===== config.mk =====
export PLATFORM = sky130hd
export DESIGN_NAME = recload_sequencer_flat
export DESIGN_NICKNAME = d
export VERILOG_FILES = /design/src/rtl/recload_if.sv /design/src/rtl/recload_sequencer.sv /design/src/flat_wrapper.sv
export SDC_FILE = /design/constraint.sdc
export NUM_CORES = 1
export LEC_CHECK = 0
export BUFFER_PORTS_ARGS = -buffer_cell sky130_fd_sc_hd__buf_2
export CORE_UTILIZATION = 25
export DETAILED_ROUTE_END_ITERATION = 16
export GPL_TIMING_DRIVEN = 0
export PLACE_DENSITY = 0.54
export SLEW_MARGIN = 20
export SYNTH_ARGS = -nofsm -noshare
export SYNTH_HDL_FRONTEND = slang
export SYNTH_SLANG_ARGS = --single-unit

===== constraint.sdc =====
create_clock -name clk -period 4.5 [get_ports clk]
set_input_delay 0.9 -clock clk [delete_from_list [all_inputs] [get_ports clk]]
set_output_delay 0.9 -clock clk [all_outputs]
set_load 0.1 [all_outputs]

===== src/rtl/recload_if.sv =====
// Receive-load bus between the MAC receive path and recload_sequencer.
// master drives the byte stream and frame strobes; slave drives the register loads and status.
interface recload_if #(
    parameter int unsigned NREG = 6
);
    logic            sof;
    logic            byte_valid;
    logic [7:0]      byte_in;
    logic            eof;
    logic            abort;
    logic [NREG-1:0] reg_load;
    logic [7:0]      regin1;
    logic [7:0]      regin2;
    logic            rec_busy;
    logic            rec_done;
    logic            rec_err;

    modport master (
        output sof, byte_valid, byte_in, eof, abort,
        input  reg_load, regin1, regin2, rec_busy, rec_done, rec_err
    );

    modport slave (
        input  sof, byte_valid, byte_in, eof, abort,
        output reg_load, regin1, regin2, rec_busy, rec_done, rec_err
    );
endinterface


===== src/rtl/recload_sequencer.sv =====
// Packs the destuffed receive byte stream into hi/lo pairs and strobes the ID/control/data registers.
// Optional RECLOAD_CLEAR_EN: clears all receive registers in the cycle after an accepted sof.
module recload_sequencer #(
    parameter int unsigned NREG   = 6,
    parameter int unsigned MAXDLC = 8
) (
    input  logic     clk,
    input  logic     rst,
    recload_if.slave bus
);
    localparam int unsigned IW        = $clog2(NREG);
    localparam int unsigned CW        = $clog2(MAXDLC + 1);
    localparam int unsigned DATA_BASE = 2;

    typedef enum logic [1:0] {IDLE, HI, LO, WAIT_EOF} state_t;

    state_t          state, state_d;
    logic [7:0]      hold, hold_d;
    logic [IW-1:0]   idx, idx_d;
    logic [CW-1:0]   rem, rem_d;
    logic [CW-1:0]   dlc_clamped;
    logic [NREG-1:0] load_d;
    logic [7:0]      r1_d, r2_d;
    logic            busy_d, done_d, err_d;

    // State and registered outputs
    always_ff @(posedge clk) begin
        if (rst) begin
            state        <= IDLE;
            hold         <= '0;
            idx          <= '0;
            rem          <= '0;
            bus.reg_load <= '0;
            bus.regin1   <= '0;
            bus.regin2   <= '0;
            bus.rec_busy <= 1'b0;
            bus.rec_done <= 1'b0;
            bus.rec_err  <= 1'b0;
        end else begin
            state        <= state_d;
            hold         <= hold_d;
            idx          <= idx_d;
            rem          <= rem_d;
            bus.reg_load <= load_d;
            bus.regin1   <= r1_d;
            bus.regin2   <= r2_d;
            bus.rec_busy <= busy_d;
            bus.rec_done <= done_d;
            bus.rec_err  <= err_d;
        end
    end

    // Next state and next outputs; priority abort > sof > eof > byte
    always_comb begin
        state_d = state;
        hold_d  = hold;
        idx_d   = idx;
        rem_d   = rem;
        load_d  = '0;
        r1_d    = '0;
        r2_d    = '0;
        done_d  = 1'b0;
        err_d   = 1'b0;
        dlc_clamped = (32'(hold[3:0]) > MAXDLC) ? CW'(MAXDLC) : CW'(hold[3:0]);

        if (state != IDLE && bus.abort) begin
            state_d = IDLE;
            err_d   = 1'b1;
        end else if (bus.sof && !bus.abort) begin
            err_d   = (state != IDLE);
            state_d = HI;
            idx_d   = '0;
            rem_d   = '0;
            hold_d  = '0;
`ifdef RECLOAD_CLEAR_EN
            load_d  = '1;
`endif
        end else begin
            unique case (state)
                IDLE: begin
                end
                HI: begin
                    if (bus.eof) begin
                        state_d = IDLE;
                        err_d   = 1'b1;
                    end else if (bus.byte_valid) begin
                        // last byte of an odd-length data field goes out zero-padded
                        if (idx >= IW'(DATA_BASE) && rem == CW'(1)) begin
                            load_d  = NREG'(1) << idx;
                            r1_d    = bus.byte_in;
                            rem_d   = '0;
                            state_d = WAIT_EOF;
                        end else begin
                            hold_d  = bus.byte_in;
                            state_d = LO;
                        end
                    end
                end
                LO: begin
                    if (bus.eof) begin
                        state_d = IDLE;
                        err_d   = 1'b1;
                    end else if (bus.byte_valid) begin
                        load_d  = NREG'(1) << idx;
                        r1_d    = hold;
                        r2_d    = bus.byte_in;
                        idx_d   = idx + IW'(1);
                        state_d = HI;
                        if (idx == IW'(1)) begin
                            // hold carries the control byte with the DLC
                            rem_d = dlc_clamped;
                            if (dlc_clamped == '0) state_d = WAIT_EOF;
                        end else if (idx >= IW'(DATA_BASE)) begin
                            rem_d = rem - CW'(2);
                            if (rem == CW'(2)) state_d = WAIT_EOF;
                        end
                    end
                end
                WAIT_EOF: begin
                    if (bus.eof) begin
                        state_d = IDLE;
                        done_d  = 1'b1;
                    end
                end
            endcase
        end

        busy_d = (state_d != IDLE);
    end
endmodule


===== src/flat_wrapper.sv =====
// flat-port wrapper written by rule: the top's interface ports become plain ports
module recload_sequencer_flat 
#(
    parameter int unsigned NREG   = 6,
    parameter int unsigned MAXDLC = 8
)
  (clk, rst, bus_sof, bus_byte_valid, bus_byte_in, bus_eof, bus_abort, bus_reg_load, bus_regin1, bus_regin2, bus_rec_busy, bus_rec_done, bus_rec_err);
  recload_if #(.NREG(NREG)) bus_i ();
  input  logic clk;
  input  logic rst;
  input wire logic [$bits(bus_i.sof)-1:0] bus_sof;
  input wire logic [$bits(bus_i.byte_valid)-1:0] bus_byte_valid;
  input wire logic [$bits(bus_i.byte_in)-1:0] bus_byte_in;
  input wire logic [$bits(bus_i.eof)-1:0] bus_eof;
  input wire logic [$bits(bus_i.abort)-1:0] bus_abort;
  output wire logic [$bits(bus_i.reg_load)-1:0] bus_reg_load;
  output wire logic [$bits(bus_i.regin1)-1:0] bus_regin1;
  output wire logic [$bits(bus_i.regin2)-1:0] bus_regin2;
  output wire logic [$bits(bus_i.rec_busy)-1:0] bus_rec_busy;
  output wire logic [$bits(bus_i.rec_done)-1:0] bus_rec_done;
  output wire logic [$bits(bus_i.rec_err)-1:0] bus_rec_err;
  assign bus_i.sof = bus_sof;
  assign bus_i.byte_valid = bus_byte_valid;
  assign bus_i.byte_in = bus_byte_in;
  assign bus_i.eof = bus_eof;
  assign bus_i.abort = bus_abort;
  assign bus_reg_load = bus_i.reg_load;
  assign bus_regin1 = bus_i.regin1;
  assign bus_regin2 = bus_i.regin2;
  assign bus_rec_busy = bus_i.rec_busy;
  assign bus_rec_done = bus_i.rec_done;
  assign bus_rec_err = bus_i.rec_err;
  recload_sequencer #(.NREG(NREG), .MAXDLC(MAXDLC)) u_core (.clk(clk), .rst(rst), .bus(bus_i));
endmodule

==> results_dict.tcl, run 1 <==
set metrics [dict create \
    cts_hold_buf 0 \
    antenna_found_initial 0 \
    wirelength_um 3980 \
    clock_path_buffers 2 \
    antenna_left 0 \
    placementRows 30 \
    hold_class "flip-flop to flip-flop" \
    areaGrowthSynthToFinish_pct 23.2 \
    crit_path_max_fanout 9 \
    outcome "complete, no violations" \
    synth_edf_count 0 \
    synth.distinct_cells 44 \
    crit_arrival_ns 2.34 \
    cts.sinks 42 \
    setup_viol_count_final 0 \
    synth-seq-cells 42 \
    yosys.area.top_type "dfxtp_1" \
    worst_slew_pin_slew_ns 0.645 \
    synth_area_leaders "dfxtp_1, ha_1, a22oi_1" \
    fp.dieH_um 87.1 \
    start_util_pct 26.2 \
    dieArea_um2 7590 \
    grt_max_degree 14 \
    drtPass1Iterations 4 \
    synth_top_flop_cell "dfxtp_1" \
    cp-start-kind "flip-flop" \
    fin_total_pwr_w 0.000736 \
    ioPinCount 39 \
    grt_pass1_vias 1450 \
    ys_warn_count 0 \
    drive_gt1_share_pct 25.4 \
    avgSynthCellArea_um2 9.34 \
    antennaDiodeCount 0 \
    via_per_inst 4.52 \
    grt_pass1_wl_um 6830 \
    portBuffers 38 \
    post_cts_resize_count 0 \
    p_leak_nw 0.939 \
    h-tree-depth 2 \
    place.gp.congestion 0.841 \
    vias 1518 \
    clk_pin_slew_ns 0.08 \
    syn_nets 218 \
    period_minus_slack_ns 2.15 \
    seq_area_frac_synth_pct 46.4 \
    grt_use_total_pct 11.8 \
    cts_tree "built" \
    clock_latency_ns 0.29 \
    avgRoutedWirePerCell_um 11.8 \
    max-slew-margin-rel_pct 56.7 \
    hold_viol_final 0 \
    dieWidth_um 87.1 \
    worst-endpoint-required_ns 4.69 \
    dpl_cell_area_um2 2120 \
    finalCritPeriodShare_pct 47.8 \
    rsz0062_at_grt "no" \
    fmax_mhz 465 \
    cp-end-kind "flip-flop" \
    dp_hpwl_um 2930 \
    instances_no_fill 336 \
    drc 0 \
    fill_cells 758 \
    numCtsBuffers 5 \
    p_per_area_nw_per_um2 330 \
    syn_area_um2 1810 \
    grt-ovfl-total 0 \
    root_buffer "clkbuf_8" \
    final_net_count 263 \
    post-cts-setup-buffers 0 \
    finalSetupTns_ns 0 \
    maxCapViolCount 0 \
    vdd_ir_drop_max_mv 0.0866 \
    core_um2 6910 \
    synthArstFlopShare_pct 0 \
    critPathKind "flip-flop to flip-flop" \
    drt_iter0_drc 92 \
    fin_skew_ns 0.00196 \
    whs_ns 0.495 \
    slew_viol_final 0 \
    synth_top_area_share_pct 46.4 \
    dp.cells 328 \
    design_area_um2 2230 \
    synthCells 194 \
]
==> final timing paths <==
kind                                 startpoint                      to  slack (ns)  cells after the start
worst max-delay path            u_core.state[0]  u_core.bus.reg_load[0]        2.35                      7
worst min-delay path              u_core.rem[3]           u_core.rem[3]        0.49                      2
worst max register to register  u_core.state[0]  u_core.bus.reg_load[0]        2.35                      7
worst min register to register    u_core.rem[3]           u_core.rem[3]        0.49                      2
==> sequential cells by signal, summed over array words and instances (netlist names) <==
name	cells
u_core.bus.reg_load	6
u_core.bus.rec_busy	1
u_core.bus.regin1	8
u_core.bus.rec_done	1
u_core.hold	8
u_core.bus.rec_err	1
u_core.idx	3
u_core.state	2
u_core.rem	4
u_core.bus.regin2	8
==> per-stage QoR <==
step / utilization, % / setup slack (ns)
5_1_grt: 32.3 / 2.19
2_1_floorplan: - / 2.49
3_3_place_gp: 30.7 / 2.12
3_5_place_dp: 30.7 / 2.15
4_1_cts: 32.3 / 2.38
6_report: 32.3 / 2.35
==> layout make-up <==
cell class	count	area, um^2	area share [%]
Inverter	9	33.8	1.51
Clock buffer	6	72.6	3.25
Multi-Input combinational cell	137	903	40.5
Tap cell	96	120	5.38
Timing Repair Buffer	38	190	8.52
Clock inverter	2	37.5	1.68
Buffer	6	33.8	1.51
Sequential cell	42	841	37.7
==> where the power goes <==
part	internal [W]	switching, W	total, W	leakage (nW)
clock network	0.000165	0.000127	0.000292	0.0514
logic	0.0000197	0.0000444	0.0000641	0.548
registers	0.000376	0.00000362	0.000379	0.339
total	0.000561	0.000175	0.000736	0.939
==> worst max-delay path, stage by stage (launching register included) <==
cell	delay, ns
dfxtp_1	0.45
inv_1	0.10
ha_1	0.19
buf_2	0.15
a21oi_1	0.30
nand3b_1	0.41
o21ba_2	0.26
and3_1	0.19
==> cells in the mapped netlist, drive strengths merged (2+ instances only) <==
master,number
a22oi,16
nor3,2
a31oi,2
a211oi,2
nand3,3
and2,3
o21ai,6
and3,14
clkbuf,2
a21oi,8
or2,2
nand3b,3
inv,9
nor2b,5
nand4,2
nand2,6
ha,10
nor4,2
nor2,31
or3,2
dfxtp,42
buf,4
a31o,2
nand2b,4
==> kinds of logic (layout without fill, tap and decap cells) <==
family	after synthesis	in the layout	share of synthesized area, %
AND/OR/NAND/NOR	81	81	24.7
AO/OA/AOI/OAI	43	43	16.6
flip-flops	42	42	46.4
buffers and inverters	15	61	3.73
adder cells (fa/ha/maj)	10	10	6.91
multiplexers	2	2	1.17
XOR/XNOR	1	1	0.484
==> metal layers <==
layer	GRT usage [%]	part of all wire [%]	up-vias	wire [um]
li1	-	-	777	-
met1	14.1	46	707	1820
met2	19.5	49	30	1960
met3	3.22	4.0	4	161
met4	5.66	1.0	0	41
met5	0	0	-	0
==> cell usage in the layout (no fill, tap or decap), types with 3 or more instances in the layout <==
master / synthesis / routed
dfxtp_1: 42 / 42
buf_2: 3 / 41
nor2_1: 31 / 31
a22oi_1: 16 / 16
and3_1: 12 / 12
ha_1: 10 / 10
inv_1: 9 / 9
a21oi_1: 7 / 7
nand2_1: 6 / 6
o21ai_0: 5 / 5
clkbuf_8: 0 / 5
nand2b_1: 4 / 4
nor2b_1: 4 / 4
and2_1: 3 / 3
nand3_1: 3 / 3
clkbuf_1: 2 / 3
No activity file was read; power rests on OpenSTA's default activity.
==> run 2: changes to the inputs <==
Settings changed: PLACE_DENSITY 0.54 to 0.55.
Clock period 4.5 ns to 1.9 ns, I/O delays scaled along.
==> results_dict.tcl, run 2 (synthesized netlist as in run 1, its figures left out) <==
set metrics [dict create \
    rsz0062_at_grt "yes" \
    drt_iter0_drc 93 \
    fp.dieH_um 87.1 \
    met2_length_um 1980 \
    drc 0 \
    antenna_left 0 \
    h-tree-depth 2 \
    placementRows 30 \
    crit_path_max_fanout 8 \
    met1Wirelength_um 1880 \
    whs_ns 0.340 \
    maxCapViolCount 0 \
    critPathKind "flip-flop to flip-flop" \
    start_util_pct 26.2 \
    cpPeakStageDelay_ns 0.38 \
    cts_hold_buf 0 \
    finalCritPeriodShare_pct 96.4 \
    portBuffers 38 \
    instances_no_fill 343 \
    fin_skew_ns 0.0116 \
    via_per_inst 4.52 \
    crit_arrival_ns 2.02 \
    cts_tree "built" \
    finalSetupTns_ns 0 \
    cp-end-kind "flip-flop" \
    wirelength_um 4120 \
    vias 1550 \
    outcome "complete, no violations" \
    grt_max_degree 14 \
    path_delay_family "compound AO/OA/AOI/OAI gates" \
    route.met3.wl_um 173 \
    drtPass1Iterations 4 \
    vdd_ir_drop_max_mv 0.345 \
    fin_util_pct 33.9 \
    seq_area_um2 847 \
    root_buffer "clkbuf_8" \
    hold_class "input pin to flip-flop" \
    path_cells "inv_1 -> ha_1 -> buf_2 -> nand2b_4 -> o311ai_1 -> a21oi_2 -> buf_4 -> a21oi_1 -> a31o_2" \
    dp.cells 328 \
    cts.sinks 42 \
    reg.largest.list "u_core.bus.regin1: 8 flops, u_core.bus.regin2: 8 flops, u_core.hold: 8 flops" \
    dieArea_um2 7590 \
    grt-ovfl-total 0 \
    p_leak_nw 0.986 \
    place.gp.congestion 0.833 \
    avgRoutedWirePerCell_um 12.0 \
    worst-endpoint-required_ns 2.09 \
    clock_latency_ns 0.29 \
    slew_viol_final 0 \
    crit_buf_inv 3 \
    fill_cells 751 \
    hold_viol_final 0 \
    core_um2 6910 \
    p_per_area_nw_per_um2 759 \
    cp-start-kind "flip-flop" \
    final_cell_mix "buf_2, dfxtp_1, nor2_1" \
    antennaDiodeCount 0 \
    fmax_mhz 546 \
    antenna_found_initial 0 \
    clock_path_buffers 2 \
    drive_gt1_share_pct 32.4 \
    grt_pass1_wl_um 6920 \
    final_net_count 270 \
    max-slew-margin-rel_pct 55.4 \
    period_minus_slack_ns 1.83 \
    areaGrowthSynthToFinish_pct 29.1 \
    grt_pass1_vias 1460 \
    multi_input_area_um2 948 \
    slowest_stage "dfxtp_4" \
    clk_pin_slew_ns 0.09 \
    setup_viol_count_final 0 \
    grt_use_total_pct 11.8 \
    numCtsBuffers 5 \
    dp_hpwl_um 2960 \
    worst_slew_pin_slew_ns 0.667 \
    top_layer "met4" \
    ioPinCount 39 \
    dieWidth_um 87.1 \
]
run 2: changes by cell type in the layout (fill, tap and decap cells not counted), moves of 2 or more:
cell      change
buf_4         +8
dfxtp_1       -3
buf_2         -2
clkinv_2      +2
dfxtp_2       +2
ha_1          -2
run 2: worst paths after layout:
| check | slack [ns] | start | to | cells after the start |
|---|---|---|---|---|
| setup / recovery | 0.07 | u_core.state[1] | u_core.rem[0] | 9 |
| hold / removal | 0.34 | bus_byte_in[7] | u_core.bus.regin2[7] | 2 |
| setup reg to reg | 0.07 | u_core.state[1] | u_core.rem[0] | 9 |
| hold reg to reg | 0.50 | u_core.rem[3] | u_core.rem[3] | 2 |
run 2: layout make-up:
cell class,count,area share [%]
Clock buffer,5,2.94
Tap cell,96,5.13
Timing Repair Buffer,45,10.4
Buffer,6,1.66
Sequential cell,42,36.2
Clock inverter,3,1.71
Inverter,9,1.44
Multi-Input combinational cell,137,40.5
run 2: power breakdown:
part / leakage (nW) / switching [W] / internal, W
sequential: 0.341 / 0.00000870 / 0.000889
combinational: 0.587 / 0.000115 / 0.0000645
clock: 0.0579 / 0.000310 / 0.000387
run 2: worst register-to-register path: cells and delay by family, from the launching register on:
family | cells | cell delay [ns]
fa+ha+maj | 1 | 0.14
compound gates | 4 | 0.62
buf+inv | 3 | 0.42
simple gates | 1 | 0.17
flops | 1 | 0.38
run 2: timing repair:
| item | in CTS | in global routing |
|---|---|---|
| gates resized for setup | 5 | 13 |
| setup buffers | 6 | 1 |
| pin swaps | 0 | 1 |
| setup endpoints to repair | 20 | 30 |
run 2: metrics by stage:
stage	power, W	worst slack, ns	cell area [um^2]
global placement	0.00107	-0.206	2120
CTS	0.00178	-0.0417	2290
detailed placement	0.00107	-0.221	2120
finish	0.00177	0.0678	2340
floorplan	0.00102	0.147	1810
global route	0.00187	-0.0507	2340
run 2: layer usage:
layer | vias up | track usage (%)
li1 | 793 | -
met1 | 722 | 14.2
met2 | 28 | 19.6
met3 | 7 | 3.70
met4 | 0 | 4.77
met5 | - | 0
